File: config.mk
export PLATFORM = sky130hd
export DESIGN_NAME = fdivu4_seq
export DESIGN_NICKNAME = d
export VERILOG_FILES = /design/src/rtl/fdivu4_seq.sv
export SDC_FILE = /design/constraint.sdc
export NUM_CORES = 1
export LEC_CHECK = 0
export ABC_AREA = 1
export CAP_MARGIN = 20
export CORE_MARGIN = 1
export CORE_UTILIZATION = 48
export DETAILED_ROUTE_END_ITERATION = 8
export PLACE_DENSITY = 0.72
export SETUP_SLACK_MARGIN = 0.15
export SKIP_LAST_GASP = 1
export SLEW_MARGIN = 20
export SYNTH_ARGS = -nofsm -noshare
export SYNTH_HDL_FRONTEND = slang
export SYNTH_SLANG_ARGS = --single-unit
export TNS_END_PERCENT = 20
File: constraint.sdc
create_clock -name CK -period 5.4 [get_ports CK]
set_clock_uncertainty 0.15 [all_clocks]
set_input_delay 1.08 -clock CK [delete_from_list [all_inputs] [get_ports CK]]
set_output_delay 1.08 -clock CK [all_outputs]
set_load 0.02 [all_outputs]
File: src/rtl/fdivu4_seq.sv
// fdivu4_seq: 4-bit unsigned restoring divider, one quotient bit per clock.
// Internal FSM (IDLE/CALC/FIN) is followed by one output register stage, so
// BUSY/DONE/Q/R/DZ trail the state by one cycle and never see inputs
// combinationally. W holds the dividend and collects quotient bits from the
// right; P is the partial remainder.
module fdivu4_seq (
  input  logic CK,
  input  logic CD,
  input  logic START,
  input  logic N0,
  input  logic N1,
  input  logic N2,
  input  logic N3,
  input  logic D0,
  input  logic D1,
  input  logic D2,
  input  logic D3,
  output logic Q0,
  output logic Q1,
  output logic Q2,
  output logic Q3,
  output logic R0,
  output logic R1,
  output logic R2,
  output logic R3,
  output logic BUSY,
  output logic DONE,
  output logic DZ
);

  typedef enum logic [1:0] {IDLE = 2'd0, CALC = 2'd1, FIN = 2'd2} state_t;

  state_t      state, state_n;
  logic [3:0]  n, d;
  logic [3:0]  w, v, p;
  logic [1:0]  cnt;
  logic        dzf;
  logic [4:0]  t;
  logic        accept;
  logic        busy_d, done_d;
  logic [3:0]  q, r;
  logic        busy, done, dz;

  assign n = {N3, N2, N1, N0};
  assign d = {D3, D2, D1, D0};

  // A request is taken whenever the block is not iterating
  assign accept = START && (state != CALC);

  // Trial subtraction at 5 bits; t[4] is the borrow
  assign t = {p, w[3]} - {1'b0, v};

  // State register
  always_ff @(posedge CK or posedge CD) begin
    if (CD) state <= IDLE;
    else    state <= state_n;
  end

  // Next-state decision
  always_comb begin
    state_n = state;
    case (state)
      IDLE, FIN: begin
        if (START) state_n = (d != 4'd0) ? CALC : FIN;
        else       state_n = IDLE;
      end
      CALC:    state_n = (cnt == 2'd0) ? FIN : CALC;
      default: state_n = IDLE;
    endcase
  end

  // Output decode from state, registered below
  always_comb begin
    busy_d = (state == CALC);
    done_d = (state == FIN);
  end

  // Working registers: load on accept, shift/subtract while in CALC
  always_ff @(posedge CK or posedge CD) begin
    if (CD) begin
      w   <= 4'd0;
      v   <= 4'd0;
      p   <= 4'd0;
      cnt <= 2'd0;
      dzf <= 1'b0;
    end else if (accept) begin
      v <= d;
      if (d != 4'd0) begin
        w   <= n;
        p   <= 4'd0;
        cnt <= 2'd3;
        dzf <= 1'b0;
      end else begin
        // Divide by zero: result is staged directly, no iterations
        w   <= 4'hf;
        p   <= n;
        cnt <= 2'd0;
        dzf <= 1'b1;
      end
    end else if (state == CALC) begin
      w   <= {w[2:0], ~t[4]};
      p   <= t[4] ? {p[2:0], w[3]} : t[3:0];
      cnt <= (cnt != 2'd0) ? cnt - 2'd1 : 2'd0;
    end
  end

  // Output stage: result registers move only when FIN is presented
  always_ff @(posedge CK or posedge CD) begin
    if (CD) begin
      busy <= 1'b0;
      done <= 1'b0;
      dz   <= 1'b0;
      q    <= 4'd0;
      r    <= 4'd0;
    end else begin
      busy <= busy_d;
      done <= done_d;
      if (done_d) begin
        q  <= w;
        r  <= p;
        dz <= dzf;
      end
    end
  end

  assign {Q3, Q2, Q1, Q0} = q;
  assign {R3, R2, R1, R0} = r;
  assign BUSY = busy;
  assign DONE = done;
  assign DZ   = dz;

endmodule

# Word-level counts from Yosys, hierarchy flattened

Cells that the tools add are included.

Multiply operators: 0
Add/sub/neg operators: 2
Bitwise gates (word level): 1
Reduce and logical (&&, ||, !) cells: 7
Divide/modulo/power cells: 0
Equality and inequality tests: 3
Mux-type cells: 16
Shift operators: 0
$lt $le $gt $ge: 0

Operators with widths:

| cell                                             | number |
|---|---|
| two-way mux 4 bit                                | 7 |
| two-way mux 2 bit                                | 7 |
| subtractor 5 x 4 -> 5 bit                        | 1 |
| zero test 2 bit                                  | 2 |
| one-hot mux 2 bit (2 select lines)               | 1 |
| nonzero test 2 bit                               | 2 |
| nonzero test 4 bit                               | 1 |
| == test 2 x 1 -> 1 bit, second input constant    | 1 |
| == test 2 bit, second input constant             | 1 |
| != test 2 x 1 -> 1 bit, second input constant    | 1 |
| OR reduction 2 bit                               | 1 |
| subtractor 2 x 1 -> 2 bit, second input constant | 1 |
| logical AND 1 bit                                | 1 |
| two-way mux 1 bit                                | 1 |
| inverter 1 bit                                   | 1 |

Memories kept: 0
Latch bits: 0
Bits in writable memories: 0
ROM bits: 0
Flip-flop bits (word level): 28
Output and inout port bits: 11

# Depth between registers and ports, before layout

Depth in word-level cells: 4
Depth in mapped cells: 12
Depth with buffers taken out: 12

# Least setup slack after synthesis

No wires, ideal clock.

Path type: input port to flip-flop
Start: input port D1
End: register p[3]
Library setup time: 71 ps
Stages: 7
Path slack: 3418 ps
Arrival: 1761 ps
Path through: nor2_1 nand3_1 nor2_8 nand2_1 nand2_1 nor2_1 nor2_1

Word-level cells in the longest chain between the ends: 3

RTL lines:

| element              | line | source |
|---|---|---|
| from (decl)          | 15   | `input logic D1,` |
| nonzero test 4 bit   | 88   | `if (d != 4'd0) begin` |
| two-way mux 4 bit    | 88   |  |
| two-way mux 4 bit    | 86   | `end else if (accept) begin` |
| to (signal assigned) | 96   | `p <= n;` |
| to (signal assigned) | 102  | `p <= t[4] ? {p[2:0], w[3]} : t[3:0];` |
| to (decl)            | 35   | `logic [3:0] w, v, p;` |

No other way between the ends.
A chain may end at the register's enable or synchronous reset.

# Worst setup path after layout

Start: register dz, in the netlist DZ
End: output port DZ

RTL lines:

| element                | line | source |
|---|---|---|
| from (decl)            | 42   | `logic busy, done, dz;` |
| from (signal assigned) | 121  | `dz <= dzf;` |
| to (decl)              | 28   | `output logic DZ` |

No word-level cell between the ends.

==> metrics.md <==
| Metric | Value |
|---|---|
| Gr usage total | between 10% and 20% |
| Max Cap Viol | 0 |
| Tot Pwr | 1.13 mW |
| Crit path max fanout | 2 |
| Routed len/inst | 12.9 um |
| Largest stage delay on the critical path | roughly 0.61 ns |
| Yosys warns | 0 |
| Num CTS Buffers | 3 |
| CP Cell Sequence | clkdlybuf4s50_1 |
| Leak Pwr | 0.837 nW |
| Fmax | slightly below 400 MHz |
| CTS sink cnt | 28 |
| Root Buffer | clkbuf_4 |
| Final Hold Viols | 0 |
| Number of routed nets with antenna violations | 0 |
| Finished Cell Area | between 0.0015 and 0.002 mm^2 |
| Slew Viols, Final | 0 |
| Max H-tree Level | 1 |
| Cell Area, Synth | approximately 0.0014 mm^2 |
| Inst Count DP | 212 |
| Detailed-route via count | roughly 1.2k |
| Placed Area | between 0.0015 and 0.002 mm^2 |
| Util after Layout | between 60 and 70% |
| Antenna violations before repair | 0 |
| Die footprint | 0.00321 mm^2 |
| Worst path top cell family by delay | buffers and inverters |
| Hold WC Path Type | reg -> reg |
| First-pass DRT Iterations | 4 |
| Part of the Yosys area used for sequential elements | 48.9% |
| Avg Inst Size Synth | roughly 8.9 um^2 |
| Routed vias/inst | ~5.4 |
| Buf/Inv on CP | 1 |
| Final setup margin | 2.85 ns |
| Share of layout cells above drive strength 1 | between 8 and 9% |
| Clk slew on worst S/H paths | ~0.15 ns |
| Drc violations | 0 |
| Post-synthesis net count | about 180 |
| VDD IR max | ~0.36 mV |
| Die W | ~57 um |
| Power Density | around 660 mW/mm^2 |
| Final TNS setup | 0 ns |
| CTS tree | yes |
| Slew margin rel. | between 60% and 70% |
| Area of the core | approximately 0.0028 mm^2 |
| Post_cts resized | 0 |
| Initial Utilization | between 50% and 60% |
| Arr. time, crit path | 1.32 ns |
| Row count | 19 |
| Max clock buf depth | 2 |
| Final period util | around 47% |
| Critical Path RT | ~4.2 ns |
| Inserted Diodes | 0 |
| Setup WS pre-CTS | 2.74 ns |
| Post-CTS Setup Inserts | 0 |
| Die H | 56.7 um |
| # IOs | 22 |
| Slowest-stage cell, CP | clkdlybuf4s50_1 |
| Non-filler instance count after layout | roughly 220 |
| Input/output buffers | 21 |
| RSZ-0062 raised after global routing | false |
| Latest clock arrival within the worst-skew pair | 0.33 ns |
| Count of cell types in the netlist | 25 |
| Register bit total from synthesis | 28 |
| Vias in the first global route | between 1k and 1.5k |
| Fin Hold WS | 0.346 ns |
| Startpoint Class | flop |
| Global-route wire length before repair | 4620 um |
| Worst Max-Slew Pin Slew | between 0.5 and 0.6 ns |
| Total grt overflow | 0 |
| Fillers | around 240 |
| Setup violators final | 0 |
| HPWL after DPL | 2130 um |
| Pin count of the biggest net entering global routing | 29 |
| Critical path type | reg -> out |
| Final nets | approximately 200 |
| GP Congestion | just over 0.8 |
| Status | complete, no violations |
| Worst Setup End Kind | output pin |
| Area grow syn2layout | 19.5% |
| Detailed Route WL | around 2800 um |
| Initial DRC Count | 53 |
| Final min period | between 2 and 3 ns |
| Post-CTS Hold Buffers | 0 |
| Syn Inst Count | around 160 |
-- worst reg2reg max path: cells and delay by family (launching register included) --
| kind | cells | cell delay, ns |
|---|---|---|
| AND/OR/NAND/NOR | 8 | 0.71 |
| buffers and inverters | 2 | 0.20 |
| flip-flops | 1 | 0.39 |
| adder cells (fa/ha/maj) | 2 | 0.60 |
-- Yosys cell counts --
| cell | number | area [um^2] |
|---|---|---|
| inv_1 | 22 | 82.6 |
| buf_6 | 2 | 22.5 |
| dfrtp_1 | 28 | 701 |
| nor2_8 | 3 | 60.1 |
| nand3b_1 | 2 | 15.0 |
| inv_6 | 1 | 8.76 |
| o22ai_1 | 1 | 6.26 |
| o21ai_0 | 15 | 75.1 |
| xor2_1 | 1 | 8.76 |
| o21ai_1 | 1 | 5.00 |
| a21oi_2 | 1 | 8.76 |
| a31oi_1 | 1 | 6.26 |
| nand3_1 | 14 | 70.1 |
| nand2_2 | 2 | 12.5 |
| inv_2 | 1 | 3.75 |
| nand2_1 | 37 | 139 |
| a21oi_1 | 6 | 30.0 |
| o221ai_1 | 2 | 17.5 |
| fa_1 | 1 | 20.0 |
| nor2_1 | 12 | 45.0 |
| inv_8 | 1 | 11.3 |
| o211ai_1 | 2 | 15.0 |
| nor2_4 | 1 | 11.3 |
| ha_1 | 4 | 50.1 |
| o2111ai_1 | 1 | 8.76 |
-- logic make-up after synthesis --
logic type / count (synthesis) / share of synthesized area, %
AND/OR/NAND/NOR: 71 / 24.6
AO/OA/AOI/OAI: 30 / 12.0
flip-flops: 28 / 48.9
buffers and inverters: 27 / 8.99
adder cells (fa/ha/maj): 5 / 4.89
XOR/XNOR: 1 / 0.611
-- per-layer routing --
layer | vias to the layer above | routed length (um) | track usage, %
li1 | 577 | - | -
met1 | 551 | 1290 | 24.7
met2 | 35 | 1340 | 32.3
met3 | 5 | 122 | 2.07
met4 | 0 | 32 | 5.23
met5 | - | 0 | 0
-- final cells by class --
type | instances | area [um^2] | area share (%)
inverters | 25 | 106 | 6.21
repair buffers | 21 | 210 | 12.3
clock buffers | 3 | 22.5 | 1.31
clock inverters | 1 | 30.0 | 1.75
well taps | 31 | 38.8 | 2.26
flip-flops and latches | 28 | 701 | 40.9
multi-input cells | 107 | 604 | 35.3
-- cell usage in the layout (no fill, tap or decap) --
cell | synthesis | layout
inv_1 | 22 | 21
inv_8 | 1 | 1
o2111ai_1 | 1 | 1
nand2_1 | 37 | 37
a21oi_1 | 6 | 6
clkdlybuf4s50_1 | 0 | 21
xor2_1 | 1 | 1
nor2_4 | 1 | 1
nor2_1 | 12 | 12
fa_1 | 1 | 1
inv_6 | 1 | 1
a21oi_2 | 1 | 1
nand3_1 | 14 | 14
nor2_8 | 3 | 3
o22ai_1 | 1 | 1
ha_1 | 4 | 4
clkbuf_4 | 0 | 3
dfrtp_1 | 28 | 28
o21ai_0 | 15 | 15
o221ai_1 | 2 | 2
o21ai_1 | 1 | 1
nand3b_1 | 2 | 2
inv_2 | 1 | 2
nand2_2 | 2 | 2
o211ai_1 | 2 | 2
bufinv_16 | 0 | 1
a31oi_1 | 1 | 1
-- sequential cells by signal, indices dropped and copies added, names as in the netlist --
register / cells
BUSY: 1
DONE: 1
DZ: 1
cnt: 2
dzf: 1
p: 4
q: 4
r: 4
state: 2
v: 4
w: 4
-- power breakdown --
group | switching [mW] | total (mW) | internal (mW)
Clock | 0.0637 | 0.139 | 0.0752
Combinational | 0.378 | 0.622 | 0.244
Sequential | 0.0627 | 0.369 | 0.307
Total | 0.504 | 1.13 | 0.626
-- path summary, 6_finish.rpt --
path                                  startpoint                to  slack, ns  depth (start not counted)
worst max-delay path              DZ$_DFFE_PP0P_                DZ       2.85                          1
worst min-delay path            q[2]$_DFFE_PP0P_  q[2]$_DFFE_PP0P_       0.35                          2
worst max register to register  w[3]$_DFFE_PP0P_  p[3]$_DFFE_PP0P_       3.24                         12
worst min register to register  q[2]$_DFFE_PP0P_  q[2]$_DFFE_PP0P_       0.35                          2
max in group asynchronous                     CD  r[0]$_DFFE_PP0P_       3.78                          2
min in group asynchronous                     CD  q[0]$_DFFE_PP0P_       0.95                          2
Power figures use the tool's default switching activity.
